### src/rtl/lif_spike_encoder_pkg.sv
// Shared lif cell definitions: cell state width and the named cell state encodings.
// Cell i of a packed state bus occupies bits [CELL_W*i +: CELL_W].
package lif_spike_encoder_pkg;
  localparam int CELL_W = 4;

  typedef logic [CELL_W-1:0] cell_t;

  localparam cell_t ST_QUIET = 4'b0000;
  localparam cell_t ST_N     = 4'b1000;
  localparam cell_t ST_E     = 4'b0100;
  localparam cell_t ST_S     = 4'b0010;
  localparam cell_t ST_W     = 4'b0001;
  localparam cell_t ST_HV    = 4'b1010;
  localparam cell_t ST_VH    = 4'b0101;
endpackage

### src/rtl/lif_spike_encoder_if.sv
// Event stream towards the chip output mux: valid/ready with (cell index, state) payload.
interface lif_spike_encoder_if #(
  parameter int IDX_W = 3
) ();
  logic             evt_valid;
  logic             evt_ready;
  logic [IDX_W-1:0] evt_idx;
  logic [3:0]       evt_state;

  modport master (output evt_valid, evt_idx, evt_state, input evt_ready);
  modport slave  (input evt_valid, evt_idx, evt_state, output evt_ready);
endinterface

### src/rtl/lif_spike_encoder_evt_fifo.sv
// Show-ahead event FIFO; head is read combinationally from registered storage.
module lif_evt_fifo #(
  parameter int W     = 7,
  parameter int DEPTH = 4
) (
  input  logic                     clk,
  input  logic                     reset,
  input  logic                     push,
  input  logic [W-1:0]             wdata,
  input  logic                     pop,
  output logic [W-1:0]             rdata,
  output logic [$clog2(DEPTH):0]   level,
  output logic                     full,
  output logic                     empty
);
  localparam int AW = $clog2(DEPTH);

  logic [DEPTH-1:0][W-1:0] mem;
  logic [AW:0]             wr_ptr, rd_ptr;
  logic                    do_pop;

  // Extra pointer bit distinguishes full from empty; level is their difference.
  assign level  = wr_ptr - rd_ptr;
  assign full   = (level == (AW+1)'(DEPTH));
  assign empty  = (level == '0);
  assign do_pop = pop && !empty;
  assign rdata  = mem[rd_ptr[AW-1:0]];

  always_ff @(posedge clk) begin
    if (reset) begin
      wr_ptr <= '0;
      rd_ptr <= '0;
    end else begin
      if (push) begin
        mem[wr_ptr[AW-1:0]] <= wdata;
        wr_ptr              <= wr_ptr + 1'b1;
      end
      if (do_pop) rd_ptr <= rd_ptr + 1'b1;
    end
  end
endmodule

### src/rtl/lif_spike_encoder.sv
// Detects nonzero state changes on a row of lif cells, parks them in a per-cell pending
// bitmap, and drains them in fixed index priority through a small FIFO onto a stream.
module lif_spike_encoder
  import lif_spike_encoder_pkg::*;
#(
  parameter int NUM_CELLS  = 8,
  parameter int IDX_W      = 3,
  parameter int FIFO_DEPTH = 4,
  parameter int CNT_W      = 8
) (
  input  logic                          clk,
  input  logic                          reset,
  input  logic                          enable,
  input  logic [CELL_W*NUM_CELLS-1:0]   cell_state,
  lif_spike_encoder_if.master           evt,
  output logic [$clog2(FIFO_DEPTH):0]   fifo_level,
  output logic [CNT_W-1:0]              event_count,
  output logic                          overflow
);
  logic [NUM_CELLS-1:0][CELL_W-1:0] cur, prev_state, pending_state;
  logic [NUM_CELLS-1:0]             pending, new_evt;
  logic [IDX_W-1:0]                 cand;
  logic                             push, pop, full, empty;
  logic [IDX_W+CELL_W-1:0]          head;

  assign cur = cell_state;

  always_comb begin
    for (int i = 0; i < NUM_CELLS; i++)
      new_evt[i] = enable && (cur[i] != ST_QUIET) && (cur[i] != prev_state[i]);
  end

  // Lowest set pending bit wins; walk downwards so the last hit is the lowest index.
  always_comb begin
    cand = '0;
    for (int i = NUM_CELLS-1; i >= 0; i--)
      if (pending[i]) cand = IDX_W'(i);
  end

  assign pop  = evt.evt_valid && evt.evt_ready;
  assign push = (|pending) && (!full || pop);

  always_ff @(posedge clk) begin
    if (reset) begin
      prev_state    <= '0;
      pending       <= '0;
      pending_state <= '0;
      event_count   <= '0;
      overflow      <= 1'b0;
    end else begin
      if (enable) prev_state <= cur;
      if (push && event_count != '1) event_count <= event_count + 1'b1;
      for (int i = 0; i < NUM_CELLS; i++) begin
        if (new_evt[i]) begin
          // A re-raise on the cell being pushed this cycle is a fresh event, not a merge.
          pending[i]       <= 1'b1;
          pending_state[i] <= cur[i];
          if (pending[i] && !(push && cand == IDX_W'(i))) overflow <= 1'b1;
        end else if (push && cand == IDX_W'(i)) begin
          pending[i] <= 1'b0;
        end
      end
    end
  end

  lif_evt_fifo #(
    .W     (IDX_W + CELL_W),
    .DEPTH (FIFO_DEPTH)
  ) u_fifo (
    .clk   (clk),
    .reset (reset),
    .push  (push),
    .wdata ({cand, pending_state[cand]}),
    .pop   (pop),
    .rdata (head),
    .level (fifo_level),
    .full  (full),
    .empty (empty)
  );

  // Storage is not reset, so the payload is forced to zero while the FIFO is empty.
  assign evt.evt_valid = !empty;
  assign evt.evt_idx   = empty ? '0 : head[IDX_W+CELL_W-1:CELL_W];
  assign evt.evt_state = empty ? '0 : head[CELL_W-1:0];
endmodule

### src/flat_wrapper.sv
// flat-port wrapper written by rule: the top's interface ports become plain ports
module lif_spike_encoder_flat import lif_spike_encoder_pkg::*;
#(
  parameter int NUM_CELLS  = 8,
  parameter int IDX_W      = 3,
  parameter int FIFO_DEPTH = 4,
  parameter int CNT_W      = 8
)
  (clk, reset, enable, cell_state, fifo_level, event_count, overflow, evt_evt_valid, evt_evt_idx, evt_evt_state, evt_evt_ready);
  lif_spike_encoder_if #(.IDX_W(IDX_W)) evt_i ();
  input  logic clk;
  input  logic reset;
  input  logic enable;
  input  logic [CELL_W*NUM_CELLS-1:0] cell_state;
  output logic [$clog2(FIFO_DEPTH):0] fifo_level;
  output logic [CNT_W-1:0] event_count;
  output logic overflow;
  output wire logic [$bits(evt_i.evt_valid)-1:0] evt_evt_valid;
  output wire logic [$bits(evt_i.evt_idx)-1:0] evt_evt_idx;
  output wire logic [$bits(evt_i.evt_state)-1:0] evt_evt_state;
  input wire logic [$bits(evt_i.evt_ready)-1:0] evt_evt_ready;
  assign evt_evt_valid = evt_i.evt_valid;
  assign evt_evt_idx = evt_i.evt_idx;
  assign evt_evt_state = evt_i.evt_state;
  assign evt_i.evt_ready = evt_evt_ready;
  lif_spike_encoder #(.NUM_CELLS(NUM_CELLS), .IDX_W(IDX_W), .FIFO_DEPTH(FIFO_DEPTH), .CNT_W(CNT_W)) u_core (.clk(clk), .reset(reset), .enable(enable), .cell_state(cell_state), .evt(evt_i), .fifo_level(fifo_level), .event_count(event_count), .overflow(overflow));
endmodule
### config.mk
export PLATFORM = sky130hd
export DESIGN_NAME = lif_spike_encoder_flat
export DESIGN_NICKNAME = d
export VERILOG_FILES = /design/src/rtl/lif_spike_encoder_pkg.sv /design/src/rtl/lif_spike_encoder_if.sv /design/src/rtl/lif_spike_encoder_evt_fifo.sv /design/src/rtl/lif_spike_encoder.sv /design/src/flat_wrapper.sv
export SDC_FILE = /design/constraint.sdc
export NUM_CORES = 1
export LEC_CHECK = 0
export BUFFER_PORTS_ARGS = -buffer_cell sky130_fd_sc_hd__buf_2
export CAP_MARGIN = 10
export CORE_ASPECT_RATIO = 0.6
export CORE_UTILIZATION = 55
export CTS_BUF_LIST = sky130_fd_sc_hd__clkbuf_2
export DETAILED_ROUTE_END_ITERATION = 8
export GPL_TIMING_DRIVEN = 0
export PLACE_DENSITY = 0.82
export REMOVE_ABC_BUFFERS = 1
export SYNTH_ARGS = -nofsm -noshare
export SYNTH_HDL_FRONTEND = slang
export SYNTH_HIERARCHICAL = 1
export SYNTH_SLANG_ARGS = --single-unit
export TNS_END_PERCENT = 20
### constraint.sdc
create_clock -name clk -period 3.75 [get_ports clk]
set_input_delay 0.375 -clock clk [delete_from_list [all_inputs] [get_ports clk]]
set_output_delay 0.375 -clock clk [all_outputs]
set_load 0.01 [all_outputs]
==> metrics.txt <==
CTS buffer count 17; Multi-input gate area 2719 sq um; first-pass GRT wire length ~20000 um; Ports between 50 and 60; synthesized cell area around 5500 sq um; Post-synth top cells dfxtp_1 (87), nor2_1 (83), mux2i_1 (61); PortBufs 55; number of setup buffers added after CTS 0; R2R Setup Slk 0.38 ns; Pre-Repair DR Iteration Count 5; H-tree depth 4; Achievable Freq between 200 and 300 MHz; crit share post-route 0.8998; post-layout min period around 3.4 ns; Worst EP required roughly 4.3 ns; # nets final ~660; status complete, no violations; final hold viol count 0; Overall Global Routing Usage 0.2571; maximum clock path buffer count 2; Synth Flop Type dfxtp_1; Async S/R FF share, synth 0; Post-synth EDFFs 28; fill count 729; Slew @ Worst Pin between 0.9 and 1 ns; Crit. End Element register; mean routed wirelength per cell between 15 and 20 um; Critical Path Most Common Cell inv_1; ANT nets after route 0; Placement Setup Slack around 0.084 ns; Worst-path clk slew 0.15 ns; largest net degree at the start of global routing 92; worst relative slew slack 0.3735; post-placement cell area between 5000 and 6000 sq um; Mean Syn Cell Area slightly above 10 sq um; vias per cell between 5 and 6; unrepaired setup endpoints after global routing false; cells after synthesis 539; CP arrival approximately 4.0 ns; GP Congestion between 0.9 and 1; register area roughly 2600 sq um; via count approximately 4400; total grt overflow 0; critical path cell sequence inv_1 > ha_1 > fa_1 > xor3_2 > nor2_2 > nand2b_2 > inv_1 > o22ai_1 > nor4b_2 > a31oi_1 > nor4bb_1 > a41oi_1; fin area ~6400 sq um; Core Util, Final 0.6814; CP Max Fanout 9; clock sink count 115; Yosys warnings 6; Slew Limit Fails 0; antenna diode count 0; smallest setup slack after layout approximately 0.38 ns; CTS root buffer clkbuf_2; kind of critical path reg2reg; Hold Startpoint cell_state[28]; initial antenna violation count 0; Die W approximately 130 um; hpwl dp roughly 8400 um; initial core utilization 0.5832; biggest area consumer among synthesized cells dfxtp_1; register area share after synthesis 0.4698; core region area between 9000 and 10000 sq um; synth-to-layout area growth 16.84%; power per cell area roughly 570 nW/um^2; Die Height about 79 um; Worst VDD drop approximately 0.29 mV; site row count 27; max incr delay on CP between 0.4 and 0.5 ns; Clk Latency, worst-skew pair between 0.6 and 0.7 ns; Pleak 2.691 nW; vias in the first global route roughly 4100; Synth top area share 0.3169; reg2reg start u_core/u_fifo/wr_ptr[0]; Final Setup Violations 0; max_cap viols 0; hold_ws 0.09113 ns; Hold Path Stages 4; count leader, synth dfxtp_1; cell family with the largest share of critical-path delay simple AND/OR/NAND/NOR gates; 1st-iter DRT viols approximately 310; Synth Register Bits between 100 and 150; Setup TNS Final 0 ns; Hold Crit Class in2reg; final WL around 12000 um; fin cells between 700 and 800; R2R depth 12; layout cell share with drive strength beyond 1 0.1754; Clock Skews 0.02319 ns; CTS tree yes; drt drc 0; total power approximately 3.7 mW; die area about 10000 sq um; Crit-path slowest cell dfxtp_1; post-synth cell types 63; Startpoint Class register; top post-synthesis cells by area dfxtp_1 (32%), edfxtp_1 (15%), mux2i_1 (11%); placed cells 699; Hold Path End u_core/prev_state[28]; RR Endpoint u_core/overflow; WP buf/inv 2
## where the power goes
group,leakage [nW],internal [mW],switching (mW)
clock network,0.171,0.505,0.460
logic,1.54,0.490,0.657
registers,0.978,1.44,0.134
## final cells by class
cell class	count	share of cell area
Clock buffer	20	0.01559
Sequential cell	115	0.4023
Clock inverter	12	0.02883
Inverter	17	0.009936
Tap cell	130	0.02533
Timing Repair Buffer	87	0.09468
Multi-Input combinational cell	382	0.4233
## worst max path at each step
stage / from / to / slack (ns) / cells after the start
3_3_place_gp: u_core/u_fifo/rd_ptr[0] / u_core/overflow / 0.23 / 11
3_5_place_dp: u_core/u_fifo/rd_ptr[0] / u_core/overflow / 0.08 / 11
2_1_floorplan: u_core/u_fifo/rd_ptr[0] / u_core/event_count[7] / 0.88 / 10
4_1_cts: u_core/u_fifo/rd_ptr[0] / u_core/overflow / 0.03 / 11
5_1_grt: u_core/u_fifo/wr_ptr[0] / u_core/overflow / 0.09 / 12
6_report: u_core/u_fifo/wr_ptr[0] / u_core/overflow / 0.38 / 12
## worst min-delay path, cell delays in order
cell     delay (ns)
buf_2          0.09
and2_1         0.14
a21oi_1        0.05
nor2_1         0.07
## cell families after synthesis
logic type | Yosys count | share of synthesized area
AND/OR/NAND/NOR | 201 | 0.1785
flip-flops | 115 | 0.4698
AO/OA/AOI/OAI | 70 | 0.09720
multiplexers | 69 | 0.1418
buffers and inverters | 42 | 0.03596
XOR/XNOR | 34 | 0.05714
adder cells (fa/ha/maj) | 8 | 0.01958
## cells in the final DEF, fill, tap and decap left out, types with 3 or more instances in the layout
cell type	count
dfxtp_1	86
nor2_1	82
mux2i_1	61
buf_2	54
nand2_1	35
dlygate4sd3_1	31
edfxtp_1	28
xnor2_1	24
clkbuf_2	20
nor3_1	17
inv_1	16
a21oi_1	16
nand4_1	13
nor2b_1	11
xor2_1	9
nand3_1	8
and2_1	8
o21ai_0	7
ha_1	7
mux4_2	7
bufinv_16	5
nand2b_1	5
o211ai_1	5
a21o_1	5
a32oi_1	5
o22ai_1	4
clkinv_1	3
nor4_1	3
nand4b_1	3
a32oi_2	3
## sequential cells by signal (all words and copies together), names as in the netlist
| signal | flops |
|---|---|
| u_core/pending_state | 32 |
| u_core/prev_state | 32 |
| u_core/u_fifo/mem | 28 |
| u_core/u_fifo/wr_ptr | 3 |
| u_core/u_fifo/rd_ptr | 3 |
| u_core/pending | 8 |
| u_core/event_count | 8 |
| u_core/overflow | 1 |
## repair_timing
action                                  in CTS  in global routing
endpoints found under the setup margin       0                  2
resized for setup                            0                  2
endpoints found under the hold margin       55                  0
hold buffers                                31                  0
## layer usage
metal,GRT usage,share of wire,wire length (um),vias to the layer above
li1,-,-,-,2097
met1,0.3525,0.48,5938,2157
met2,0.3847,0.43,5351,150
met3,0.08043,0.072,884,18
met4,0.08506,0.013,157,0
met5,0,0,0,-
Power figures use the tool's default switching activity.
